$ cat config.mk
export PLATFORM = sky130hd
export DESIGN_NAME = dmem_arbiter_flat
export DESIGN_NICKNAME = d
export VERILOG_FILES = /design/src/rtl/dmem_arbiter_pkg.sv /design/src/rtl/dmem_arbiter_if.sv /design/src/rtl/dmem_arbiter_prio.sv /design/src/rtl/dmem_arbiter.sv /design/src/flat_wrapper.sv
export SDC_FILE = /design/constraint.sdc
export NUM_CORES = 1
export LEC_CHECK = 0
export CORE_MARGIN = 3
export CORE_UTILIZATION = 45
export CTS_BUF_LIST = sky130_fd_sc_hd__clkbuf_4
export CTS_CLUSTER_DIAMETER = 100
export DETAILED_ROUTE_END_ITERATION = 6
export HOLD_SLACK_MARGIN = 0.05
export MAX_ROUTING_LAYER = met4
export PLACE_DENSITY = 0.93
export SYNTH_ARGS = -nofsm -noshare
export SYNTH_HDL_FRONTEND = slang
export SYNTH_SLANG_ARGS = --single-unit
$ cat constraint.sdc
create_clock -name clk -period 4 [get_ports clk]
set_input_delay 0.8 -clock clk [delete_from_list [all_inputs] [get_ports clk]]
set_output_delay 0.8 -clock clk [all_outputs]
set_load 0.05 [all_outputs]
$ cat src/rtl/dmem_arbiter_pkg.sv
// Shared definitions for the data-memory arbiter.
//   state_t   : arbiter FSM states (IDLE -> ACCESS -> RESP)
//   PORT_CORE : port id of the core load/store requester
//   PORT_DMA  : port id of the comms/loader engine
//   addr_ok() : word-aligned and inside the memory depth
package dmem_arbiter_pkg;

   typedef enum logic [1:0] {
      S_IDLE   = 2'd0,
      S_ACCESS = 2'd1,
      S_RESP   = 2'd2
   } state_t;

   localparam logic PORT_CORE = 1'b0;
   localparam logic PORT_DMA  = 1'b1;

   function automatic logic addr_ok(input logic [31:0] addr, input int unsigned depth);
      return (addr[1:0] == 2'b00) && ({2'b00, addr[31:2]} < depth);
   endfunction

endpackage

$ cat src/rtl/dmem_arbiter_if.sv
// One requester port of the data-memory arbiter.
//   req_valid/req_ready : request handshake
//   we, addr, wdata     : request fields, stable while req_valid && !req_ready
//   rsp_valid           : one-cycle response pulse
//   rdata, err          : response data/error, held until the next response
// modport master : requester side; modport slave : arbiter side.
interface dmem_arbiter_if;
   logic        req_valid;
   logic        req_ready;
   logic        we;
   logic [31:0] addr;
   logic [31:0] wdata;
   logic        rsp_valid;
   logic [31:0] rdata;
   logic        err;

   modport master (
      output req_valid, we, addr, wdata,
      input  req_ready, rsp_valid, rdata, err
   );

   modport slave (
      input  req_valid, we, addr, wdata,
      output req_ready, rsp_valid, rdata, err
   );
endinterface

$ cat src/rtl/dmem_arbiter_prio.sv
// Grant selection with a starvation guard for the DMA port.
//   clk, rst_n : clock, asynchronous active-low reset
//   v0, v1     : request valid of port 0 (core) / port 1 (DMA)
//   idle       : arbiter FSM is in IDLE
//   hs         : a request is being accepted this cycle
//   sel        : winning port id (combinational)
module dmem_arb_prio
   import dmem_arbiter_pkg::*;
#(
   parameter int unsigned MAX_CONSEC = 4
) (
   input  logic clk,
   input  logic rst_n,
   input  logic v0,
   input  logic v1,
   input  logic idle,
   input  logic hs,
   output logic sel
);

   localparam int unsigned CW = $clog2(MAX_CONSEC + 2);
   localparam logic [CW-1:0] CNT_MAX = CW'(MAX_CONSEC);

   // consecutive core grants taken while the DMA port was waiting
   logic [CW-1:0] starve_cnt;

   always_comb begin
      sel = PORT_CORE;
      if (v1 && (!v0 || starve_cnt == CNT_MAX))
         sel = PORT_DMA;
   end

   always_ff @(posedge clk or negedge rst_n) begin
      if (!rst_n) begin
         starve_cnt <= '0;
      end else if (idle && hs) begin
         if (sel == PORT_DMA || !v1)
            starve_cnt <= '0;
         else if (starve_cnt != CNT_MAX)
            starve_cnt <= starve_cnt + CW'(1);
      end
   end

endmodule

$ cat src/rtl/dmem_arbiter.sv
// Two-port arbiter for the single-port word-addressed data memory.
// One transaction every three cycles: IDLE (grant) -> ACCESS -> RESP.
//   clk, rst_n : clock, asynchronous active-low reset
//   p0         : core load/store port (fixed priority)
//   p1         : comms/loader DMA port (starvation-guarded)
//   mem_we     : memory write enable, high only in ACCESS
//   mem_a      : memory byte address (latched request address)
//   mem_wd     : memory write data (latched request data)
//   mem_rd     : memory combinational read data
module dmem_arbiter
   import dmem_arbiter_pkg::*;
#(
   parameter int unsigned DEPTH      = 64,
   parameter int unsigned MAX_CONSEC = 4
) (
   input  logic                clk,
   input  logic                rst_n,
   dmem_arbiter_if.slave       p0,
   dmem_arbiter_if.slave       p1,
   output logic                mem_we,
   output logic [31:0]         mem_a,
   output logic [31:0]         mem_wd,
   input  logic [31:0]         mem_rd
);

   state_t      state;
   logic        idle;
   logic        sel;
   logic        hs;
   logic        lat_id;
   logic        lat_we;
   logic        lat_ok;

   logic        req_we;
   logic [31:0] req_addr;
   logic [31:0] req_wdata;
   logic        req_ok;
   logic [31:0] rsp_rdata;

   assign idle = (state == S_IDLE);

   dmem_arb_prio #(
      .MAX_CONSEC (MAX_CONSEC)
   ) u_prio (
      .clk   (clk),
      .rst_n (rst_n),
      .v0    (p0.req_valid),
      .v1    (p1.req_valid),
      .idle  (idle),
      .hs    (hs),
      .sel   (sel)
   );

   assign p0.req_ready = idle && (sel == PORT_CORE) && p0.req_valid;
   assign p1.req_ready = idle && (sel == PORT_DMA)  && p1.req_valid;
   assign hs           = p0.req_ready || p1.req_ready;

   always_comb begin
      req_we    = p0.we;
      req_addr  = p0.addr;
      req_wdata = p0.wdata;
      if (sel == PORT_DMA) begin
         req_we    = p1.we;
         req_addr  = p1.addr;
         req_wdata = p1.wdata;
      end
      req_ok = addr_ok(req_addr, DEPTH);
   end

   assign rsp_rdata = (!lat_we && lat_ok) ? mem_rd : '0;

   // mem_we is registered at the grant so it is high for exactly the ACCESS
   // cycle; mem_a/mem_wd double as the latched address/data.
   always_ff @(posedge clk or negedge rst_n) begin
      if (!rst_n) begin
         state        <= S_IDLE;
         lat_id       <= PORT_CORE;
         lat_we       <= 1'b0;
         lat_ok       <= 1'b0;
         mem_we       <= 1'b0;
         mem_a        <= '0;
         mem_wd       <= '0;
         p0.rsp_valid <= 1'b0;
         p0.rdata     <= '0;
         p0.err       <= 1'b0;
         p1.rsp_valid <= 1'b0;
         p1.rdata     <= '0;
         p1.err       <= 1'b0;
      end else begin
         case (state)
            S_IDLE: begin
               if (hs) begin
                  lat_id <= sel;
                  lat_we <= req_we;
                  lat_ok <= req_ok;
                  mem_a  <= req_addr;
                  mem_wd <= req_wdata;
                  mem_we <= req_we && req_ok;
                  state  <= S_ACCESS;
               end
            end
            S_ACCESS: begin
               mem_we <= 1'b0;
               if (lat_id == PORT_DMA) begin
                  p1.rsp_valid <= 1'b1;
                  p1.rdata     <= rsp_rdata;
                  p1.err       <= !lat_ok;
               end else begin
                  p0.rsp_valid <= 1'b1;
                  p0.rdata     <= rsp_rdata;
                  p0.err       <= !lat_ok;
               end
               state <= S_RESP;
            end
            S_RESP: begin
               p0.rsp_valid <= 1'b0;
               p1.rsp_valid <= 1'b0;
               state        <= S_IDLE;
            end
            default: begin
               mem_we <= 1'b0;
               state  <= S_IDLE;
            end
         endcase
      end
   end

endmodule

$ cat src/flat_wrapper.sv
// flat-port wrapper written by rule: the top's interface ports become plain ports
module dmem_arbiter_flat import dmem_arbiter_pkg::*;
#(
   parameter int unsigned DEPTH      = 64,
   parameter int unsigned MAX_CONSEC = 4
)
  (clk, rst_n, mem_we, mem_a, mem_wd, mem_rd, p0_req_valid, p0_we, p0_addr, p0_wdata, p0_req_ready, p0_rsp_valid, p0_rdata, p0_err, p1_req_valid, p1_we, p1_addr, p1_wdata, p1_req_ready, p1_rsp_valid, p1_rdata, p1_err);
  dmem_arbiter_if p0_i ();
  dmem_arbiter_if p1_i ();
  input  logic clk;
  input  logic rst_n;
  output logic mem_we;
  output logic [31:0] mem_a;
  output logic [31:0] mem_wd;
  input  logic [31:0] mem_rd;
  input wire logic [$bits(p0_i.req_valid)-1:0] p0_req_valid;
  input wire logic [$bits(p0_i.we)-1:0] p0_we;
  input wire logic [$bits(p0_i.addr)-1:0] p0_addr;
  input wire logic [$bits(p0_i.wdata)-1:0] p0_wdata;
  output wire logic [$bits(p0_i.req_ready)-1:0] p0_req_ready;
  output wire logic [$bits(p0_i.rsp_valid)-1:0] p0_rsp_valid;
  output wire logic [$bits(p0_i.rdata)-1:0] p0_rdata;
  output wire logic [$bits(p0_i.err)-1:0] p0_err;
  input wire logic [$bits(p1_i.req_valid)-1:0] p1_req_valid;
  input wire logic [$bits(p1_i.we)-1:0] p1_we;
  input wire logic [$bits(p1_i.addr)-1:0] p1_addr;
  input wire logic [$bits(p1_i.wdata)-1:0] p1_wdata;
  output wire logic [$bits(p1_i.req_ready)-1:0] p1_req_ready;
  output wire logic [$bits(p1_i.rsp_valid)-1:0] p1_rsp_valid;
  output wire logic [$bits(p1_i.rdata)-1:0] p1_rdata;
  output wire logic [$bits(p1_i.err)-1:0] p1_err;
  assign p0_i.req_valid = p0_req_valid;
  assign p0_i.we = p0_we;
  assign p0_i.addr = p0_addr;
  assign p0_i.wdata = p0_wdata;
  assign p0_req_ready = p0_i.req_ready;
  assign p0_rsp_valid = p0_i.rsp_valid;
  assign p0_rdata = p0_i.rdata;
  assign p0_err = p0_i.err;
  assign p1_i.req_valid = p1_req_valid;
  assign p1_i.we = p1_we;
  assign p1_i.addr = p1_addr;
  assign p1_i.wdata = p1_wdata;
  assign p1_req_ready = p1_i.req_ready;
  assign p1_rsp_valid = p1_i.rsp_valid;
  assign p1_rdata = p1_i.rdata;
  assign p1_err = p1_i.err;
  dmem_arbiter #(.DEPTH(DEPTH), .MAX_CONSEC(MAX_CONSEC)) u_core (.clk(clk), .rst_n(rst_n), .p0(p0_i), .p1(p1_i), .mem_we(mem_we), .mem_a(mem_a), .mem_wd(mem_wd), .mem_rd(mem_rd));
endmodule
==> results list <==
- Clock Skews: 11.0 ps
- Nets: 1,119
- Static power due to leakage: 3.88 nW
- The critical path goes through clkdlybuf4s50_1, a21boi_0, nand2b_2, nor2_1, buf_4.
* WP buf/inv: 2
- Antenna violations before repair: 0
- Tightest Pin Transition: 1130 ps
- At the worst endpoint, the required time is 3200 ps.
* Post-layout utilization of the core: 73.5%
- Summing the sequential cell areas from Yosys gives 59.6% of the chip area.
- Final estimated routing congestion in global placement: 0.916
- Inserted Diodes: 0
* Crit-path max cell delay: 640 ps
* Final cycle utilization of the critical path: 81.6%
* Reported max-cap violation count: 0
- Final setup fails: 0
- Synth area leader: sky130_fd_sc_hd__dfrtp_1
- Total core area: 12,700 um2
- Final global-route overflow total: 0
* Synthesized instance count: 672
- VDD sags by at most 0.518 mV.
* Clock insertion delay at the later pin of the skew report: 530 ps
- Result of the run: completed
- Detailed-placement wirelength estimate: 14,900 um
- The slowest stage of the critical path is the sky130_fd_sc_hd__a21boi_0 cell.
- In this run the clock root is driven by a sky130_fd_sc_hd__clkbuf_4.
* Remaining DRCs: 0
* Vias after detailed routing: 6,047
* Clock buffer count from CTS: 17
* Proportion of synthesized flip-flops having asynchronous set or reset: 100%
- The H-tree generated during clock tree synthesis spans 4 levels.
- Hold Buf Count CTS: 0
- Registers take 3530 um2.
- Type of element capturing the critical path: primary output
- Main area contributors after synthesis: sky130_fd_sc_hd__dfrtp_1 60%, sky130_fd_sc_hd__nand2_1 15%, sky130_fd_sc_hd__a31oi_1 6.9%, sky130_fd_sc_hd__o21ai_0 6.0%, sky130_fd_sc_hd__nor2_1 4.6%
- For this run, the leading register cell type out of synthesis is sky130_fd_sc_hd__dfrtp_1.
- Starting density of the core: 46.6%
- Sink count of the clock tree: 141
- Number of enable-type register cells in the synthesized netlist: 0
- The via count of the first global-routing pass came to 6,045.
* First-pass GRT wire length: 30,300 um
- The worst hold path belongs to the class in2async.
* Average routed wire per standard cell: 17.3 um
- After synthesis, the largest area contributor takes up 59.6% of total cell area.
- Detailed-router iteration count before antenna repair: 5
- Total Neg Setup Slack: 0 ps
- CP startpoint kind: input port
- Fill cells in the final layout number 918.
- The routed design could run at a clock period as short as 3270 ps.
- Number of buffer cells added on primary ports: 300
* Kind of cell with the highest combined delay on the critical path: buffers and inverters
- Tightest slew margin relative to the limit: 24.8%
- Syn. warnings: 0
* Number of placed I/O pins: 301
- Once detail routing completed, the nets flagged for antenna violations numbered 0.
- After synthesis the netlist holds a flip-flop and latch count of 141.
- Number of nets in the synthesized netlist: 840
- Area added between synthesis and finish: 57.9%
- Vias per cell: 5.32
- Final wirelength: 19,700 um
- CTS tree: built
- Die Outline Area: 14,600 um2
* Vertical die dimension: 121 um
* Slew Limit Fails: 0
- Number of endpoints with negative hold slack in the final report: 0
- In this run the post-CTS setup repair buffer count came out at 0.
- Dividing the synthesized area by the synthesized cell count gives 8.82 um2.
- Clock-pin slew reported for the worst setup and hold paths after clock tree synthesis: 110 ps
* Number of gates resized after CTS: 0
* Netlist Area Pre-Place: 5920 um2
- The multi-input combinational cells in the finished layout cover a total of 2210 um2.
- Of all nets on the critical path, the largest fanout is 5.
- Number of unique standard cell types used by synthesis: 29
* Fmax: 306 MHz
- The setup path with the least slack is of type in2out.
- No sink is reached through more buffers than the 2 on the longest clock path.
- Power per unit of standard cell area: 748 nW/um2
- The die is 121 um wide.
- Unrepaired setup endpoints after global routing: no
- The floorplan has 41 rows.
- Endpoint arrival time on the critical path: 2470 ps
* Maximum number of pins on one net before global-route repair: 76
- In this run, the number of DRC markers left after iteration 0 of detailed routing was 534.
- Global routing used 27.8% of the available tracks.
* Fraction of final layout cells with drive strength greater than 1: 4.67%
[per-stage QoR]
| stage | total power [mW] | hold WS [ps] | setup slack, ps | instances | instance area, um2 |
|---|---|---|---|---|---|
| 2_1_floorplan | 4.59 | 464 | 1030 | 672 | 5920 |
| 3_3_place_gp | 5.92 | 459 | 892 | 1104 | 9040 |
| 3_5_place_dp | 6.02 | 469 | 747 | 1104 | 9040 |
| 4_1_cts | 7.03 | 225 | 734 | 1136 | 9350 |
| 5_1_grt | 7.34 | 239 | 631 | 1136 | 9350 |
| 6_report | 7.00 | 249 | 734 | 1136 | 9350 |
[final timing paths]
path                                              from  slack, ps                  end  depth (start not counted)
setup / recovery                          p0_req_valid        730         p1_req_ready                          5
hold / removal                                   rst_n        250   u_core.p0.rdata[8]                          1
setup reg to reg           u_core.u_prio.starve_cnt[0]       1420      u_core.mem_a[2]                          7
hold reg to reg                    u_core.p0.rdata[20]        490  u_core.p0.rdata[20]                          2
max in group asynchronous                        rst_n       2950    u_core.mem_wd[20]                          2
min in group clk                   u_core.p0.rdata[20]        490  u_core.p0.rdata[20]                          2
[worst register-to-register path, stage by stage, from the launching register on]
cell and delay [ps]:
sky130_fd_sc_hd__dfrtp_1 410, sky130_fd_sc_hd__inv_1 60, sky130_fd_sc_hd__ha_1 210, sky130_fd_sc_hd__a21boi_0 620
sky130_fd_sc_hd__nand2b_2 260, sky130_fd_sc_hd__buf_4 540, sky130_fd_sc_hd__nand2_1 170, sky130_fd_sc_hd__a31oi_1 220
[cells in the mapped netlist (2+ instances only)]
| library cell | instances |
|---|---|
| sky130_fd_sc_hd__a21o_1 | 2 |
| sky130_fd_sc_hd__a31oi_1 | 65 |
| sky130_fd_sc_hd__buf_2 | 15 |
| sky130_fd_sc_hd__clkbuf_1 | 31 |
| sky130_fd_sc_hd__dfrtp_1 | 141 |
| sky130_fd_sc_hd__ha_1 | 2 |
| sky130_fd_sc_hd__inv_1 | 5 |
| sky130_fd_sc_hd__nand2_1 | 233 |
| sky130_fd_sc_hd__nand2b_1 | 2 |
| sky130_fd_sc_hd__nor2_1 | 73 |
| sky130_fd_sc_hd__nor2b_1 | 2 |
| sky130_fd_sc_hd__nor4_1 | 11 |
| sky130_fd_sc_hd__o21ai_0 | 71 |
| sky130_fd_sc_hd__o2bb2ai_1 | 2 |
| sky130_fd_sc_hd__o41ai_1 | 2 |
| sky130_fd_sc_hd__or4_1 | 2 |
[cells by family after synthesis]
group / after synthesis / share of synthesized area [%]
compound gates: 148 / 14.5
buf+inv: 51 / 3.55
flops: 141 / 59.6
simple gates: 330 / 22.0
fa+ha+maj: 2 / 0.422
[final cells by class]
| type | count | area share [%] |
|---|---|---|
| Sequential cell | 141 | 37.7 |
| Inverter | 5 | 0.201 |
| Clock inverter | 13 | 1.83 |
| Multi-Input combinational cell | 480 | 23.6 |
| Tap cell | 172 | 2.30 |
| Clock buffer | 19 | 1.52 |
| Timing Repair Buffer | 306 | 32.8 |
[layout by cell type, fill, tap and decap left out, types with 2 or more instances in the layout]
cell type                         Yosys  final
sky130_fd_sc_hd__buf_4                0      6
sky130_fd_sc_hd__o41ai_1              2      2
sky130_fd_sc_hd__buf_12               0      2
sky130_fd_sc_hd__or4_1                2      2
sky130_fd_sc_hd__a31oi_1             65     65
sky130_fd_sc_hd__o21ai_0             71     71
sky130_fd_sc_hd__clkinv_1             0      4
sky130_fd_sc_hd__bufinv_16            0      4
sky130_fd_sc_hd__nor2_1              73     72
sky130_fd_sc_hd__clkbuf_4             0     19
sky130_fd_sc_hd__nor4_1              11     11
sky130_fd_sc_hd__nand2_1            233    232
sky130_fd_sc_hd__ha_1                 2      2
sky130_fd_sc_hd__a21o_1               2      2
sky130_fd_sc_hd__dfrtp_1            141    141
sky130_fd_sc_hd__nand2b_2             0      2
sky130_fd_sc_hd__clkdlybuf4s50_1      0    297
sky130_fd_sc_hd__inv_1                5      5
sky130_fd_sc_hd__o2bb2ai_1            2      2
sky130_fd_sc_hd__nor2_4               0      2
sky130_fd_sc_hd__clkinvlp_4           0      3
[layer usage]
layer | vias to the layer above | wire, um | track usage, %
met3 | 67 | 1870 | 8.61
met2 | 294 | 9610 | 44.6
li1 | 2827 | - | -
met4 | 0 | 888 | 14.5
met5 | - | 0 | -
met1 | 2859 | 7300 | 31.3
[state kept, by name, indices dropped and copies added, names as in the netlist, 2 cells and up]
register                  count
u_core.mem_wd                32
u_core.u_prio.starve_cnt      3
u_core.mem_a                 32
u_core.p0.rdata              32
u_core.p1.rdata              32
u_core.state                  2
[power by group]
group | switching, mW | internal (mW) | total [mW]
Combinational | 2.59 | 1.21 | 3.80
Sequential | 0.283 | 1.90 | 2.18
Clock | 0.514 | 0.502 | 1.02
Note: power is estimated with default switching activity, not from simulation.
==> RTL edit: new RTL, same flow settings <==
`MAX_CONSEC` is set to 4 in 3 places; all go to 2.
--- a/src/rtl/dmem_arbiter_prio.sv
+++ b/src/rtl/dmem_arbiter_prio.sv
@@ -7,7 +7,7 @@
 module dmem_arb_prio
    import dmem_arbiter_pkg::*;
 #(
-   parameter int unsigned MAX_CONSEC = 4
+   parameter int unsigned MAX_CONSEC = 2
 ) (
    input  logic clk,
    input  logic rst_n,
--- a/src/rtl/dmem_arbiter.sv
+++ b/src/rtl/dmem_arbiter.sv
@@ -11,7 +11,7 @@
    import dmem_arbiter_pkg::*;
 #(
    parameter int unsigned DEPTH      = 64,
-   parameter int unsigned MAX_CONSEC = 4
+   parameter int unsigned MAX_CONSEC = 2
 ) (
    input  logic                clk,
    input  logic                rst_n,
--- a/src/flat_wrapper.sv
+++ b/src/flat_wrapper.sv
@@ -2,7 +2,7 @@
 module dmem_arbiter_flat import dmem_arbiter_pkg::*;
 #(
    parameter int unsigned DEPTH      = 64,
-   parameter int unsigned MAX_CONSEC = 4
+   parameter int unsigned MAX_CONSEC = 2
 )
   (clk, rst_n, mem_we, mem_a, mem_wd, mem_rd, p0_req_valid, p0_we, p0_addr, p0_wdata, p0_req_ready, p0_rsp_valid, p0_rdata, p0_err, p1_req_valid, p1_we, p1_addr, p1_wdata, p1_req_ready, p1_rsp_valid, p1_rdata, p1_err);
   dmem_arbiter_if p0_i ();
Function: same outputs for any inputs over 4 cycles, from zero or initial values and one cycle with rst_n low; that may be too few to reach the edited logic, so the function may still have changed.
==> RTL edit against the original RTL <==
Final area shrank 0.45%; sequential share of layout area fell by 0.096 points; setup slack lost 0.10 ns; hold slack better by 0.049 ns; wire length down 7.1%; sequential cell count is 1 lower; die area is 0.46% higher; cell count fell by 6.3%; power shrank 12%; synthesized area grew 0.49%; clock power fell by 20%; register-to-register slack improved by 0.45 ns; core utilization down 0.63 points; critical path type unchanged; largest power group unchanged.
==> RTL edit: results (changes against the original RTL) <==
outcome finished, final reports clean; dpl ws 0.6283 ns (-0.1184 ns); crit share post-route 84.27% (+2.6 points); Placer Congestion 0.8224 (-10%); clk slew on worst S/H paths 0.11 ns (about the same); sequential area share after synthesis 58.85% (-0.71 points); Worst path slowest cell clkdlybuf4s50_1; vias in the first global route 5,427 (-10%); family with the most delay on the worst path buffers and inverters; reg2reg setup slack 1.87 ns (+0.45 ns); mux share of post-synthesis cell area 11.12% (+11 points); Unique masters post-synth 30 (+3.4%); Via Count 5,465 (-9.6%); WP data arrival 2.57 ns (+0.10 ns); total track usage 25.51% (-2.2 points); Clk Latency, worst-skew pair 0.53 ns (about the same); maximum VDD drop 0.4108 mV (-21%); crit path to p0_req_ready; synth warn 0 (unchanged); first-pass GRT wire length 27,740 um (-8.5%); skew final 0.01036 ns (-0.0006242 ns); initial drt markers 305 (-43%); reg-to-reg endpoint u_core.lat_ok$_DFFE_PN0P_; post-synthesis compound-gate area fraction 12.27% (-2.2 points); Area contributors post-synth dfrtp_1, mux2i_1, nand2_1; Final nets 1,044 (-6.7%); DP Wirelength 13,640 um (-8.2%); Clock Root Buffer clkbuf_4; Setup crit start p0_req_valid; leakage 4.127 nW (+6.3%); largest net degree at the start of global routing 86 (+13%); Top FF cell, synth dfrtp_1; slowest stage delay, CP 0.86 ns (+0.22 ns); Post-Synth XOR/XNOR Area 0% (unchanged); antenna violations before repair 2 (+2); Detailed Route WL 18,270 um (-7.1%); syn_nets 759 (-9.6%); commonest cells in the netlist nand2_1, dfrtp_1, o21ai_0, mux2i_1, clkbuf_1; Worst-Margin Slew 1.097 ns (-0.03164 ns); H-Tree Depth 4 (unchanged); proportion of layout cells with a drive suffix above 1 5.281% (+0.61 points); PortBufs 300 (unchanged); post-synthesis adder-cell area fraction 0.2102% (-0.21 points)
## RTL edit: cell count changes after synthesis, sizes merged, moves of 2 or more
cell / unedited run / this run
a31oi: 65 / 0
nand2: 233 / 171
o21ai: 71 / 137
o31ai: 0 / 2
o2bb2ai: 2 / 0
or4: 2 / 4
clkbuf: 31 / 25
mux2i: 0 / 65
nor2: 74 / 2
o41ai: 2 / 0
## RTL edit: worst min-delay path by stage
stage	startpoint	end	cells past startpoint
final	rst_n	u_core.p1.rdata[28]$_DFFE_PN0P_	1
after global placement	u_core.p0.rdata[21]$_DFFE_PN0P_	u_core.p0.rdata[21]$_DFFE_PN0P_	2
after floorplan	u_core.lat_we$_DFFE_PN0P_	u_core.lat_we$_DFFE_PN0P_	2
after global routing	rst_n	u_core.p1.rdata[28]$_DFFE_PN0P_	1
after detailed placement	u_core.p0.rdata[23]$_DFFE_PN0P_	u_core.p0.rdata[23]$_DFFE_PN0P_	2
after CTS	rst_n	u_core.p1.rdata[28]$_DFFE_PN0P_	1
## RTL edit: per-layer routing
layer  track usage (%)  part of all wire (%)  vias to the layer above
met5                 -                     0                        -
met4             12.89                   4.6                        0
met3             8.252                   9.0                       54
met2             40.85                    49                      277
met1             28.80                    38                     2537
li1                  -                     -                     2597
## RTL edit: cell type report
cell class                 instances  area [um2]
antenna                            2       5.005
sequential                       140        3503
timing repair buffer             306        3072
clock inverter                    14       105.1
clock buffer                      18       135.1
multi-input combinational        408        2261
fill                             893        3462
inverter                           4       15.01
tap                              172       215.2
## RTL edit: kinds of logic (layout without fill, tap and decap cells)
family | after synthesis | count (layout)
DFF | 140 | 140
AOI/OAI and AO/OA | 142 | 142
other | 0 | 2
buffers and inverters | 44 | 342
adders and majority gates | 1 | 1
muxes | 66 | 66
and+or+nand+nor | 199 | 199
## RTL edit: through the flow
stage / instance area (um2) / cells / power, mW / hold WS, ns
after global routing: 9311 / 1064 / 6.475 / 0.2887
after floorplan: 5953 / 592 / 4.146 / 0.4471
after global placement: 9066 / 1030 / 5.291 / 0.4604
after detailed placement: 9066 / 1030 / 5.363 / 0.4691
after CTS: 9306 / 1062 / 6.186 / 0.2940
final: 9311 / 1064 / 6.137 / 0.2973
## RTL edit: where the power goes
part | switching, mW | internal, mW
combinational | 2.22 | 1.06
sequential | 0.236 | 1.81
clock | 0.508 | 0.302
total | 2.97 | 3.17
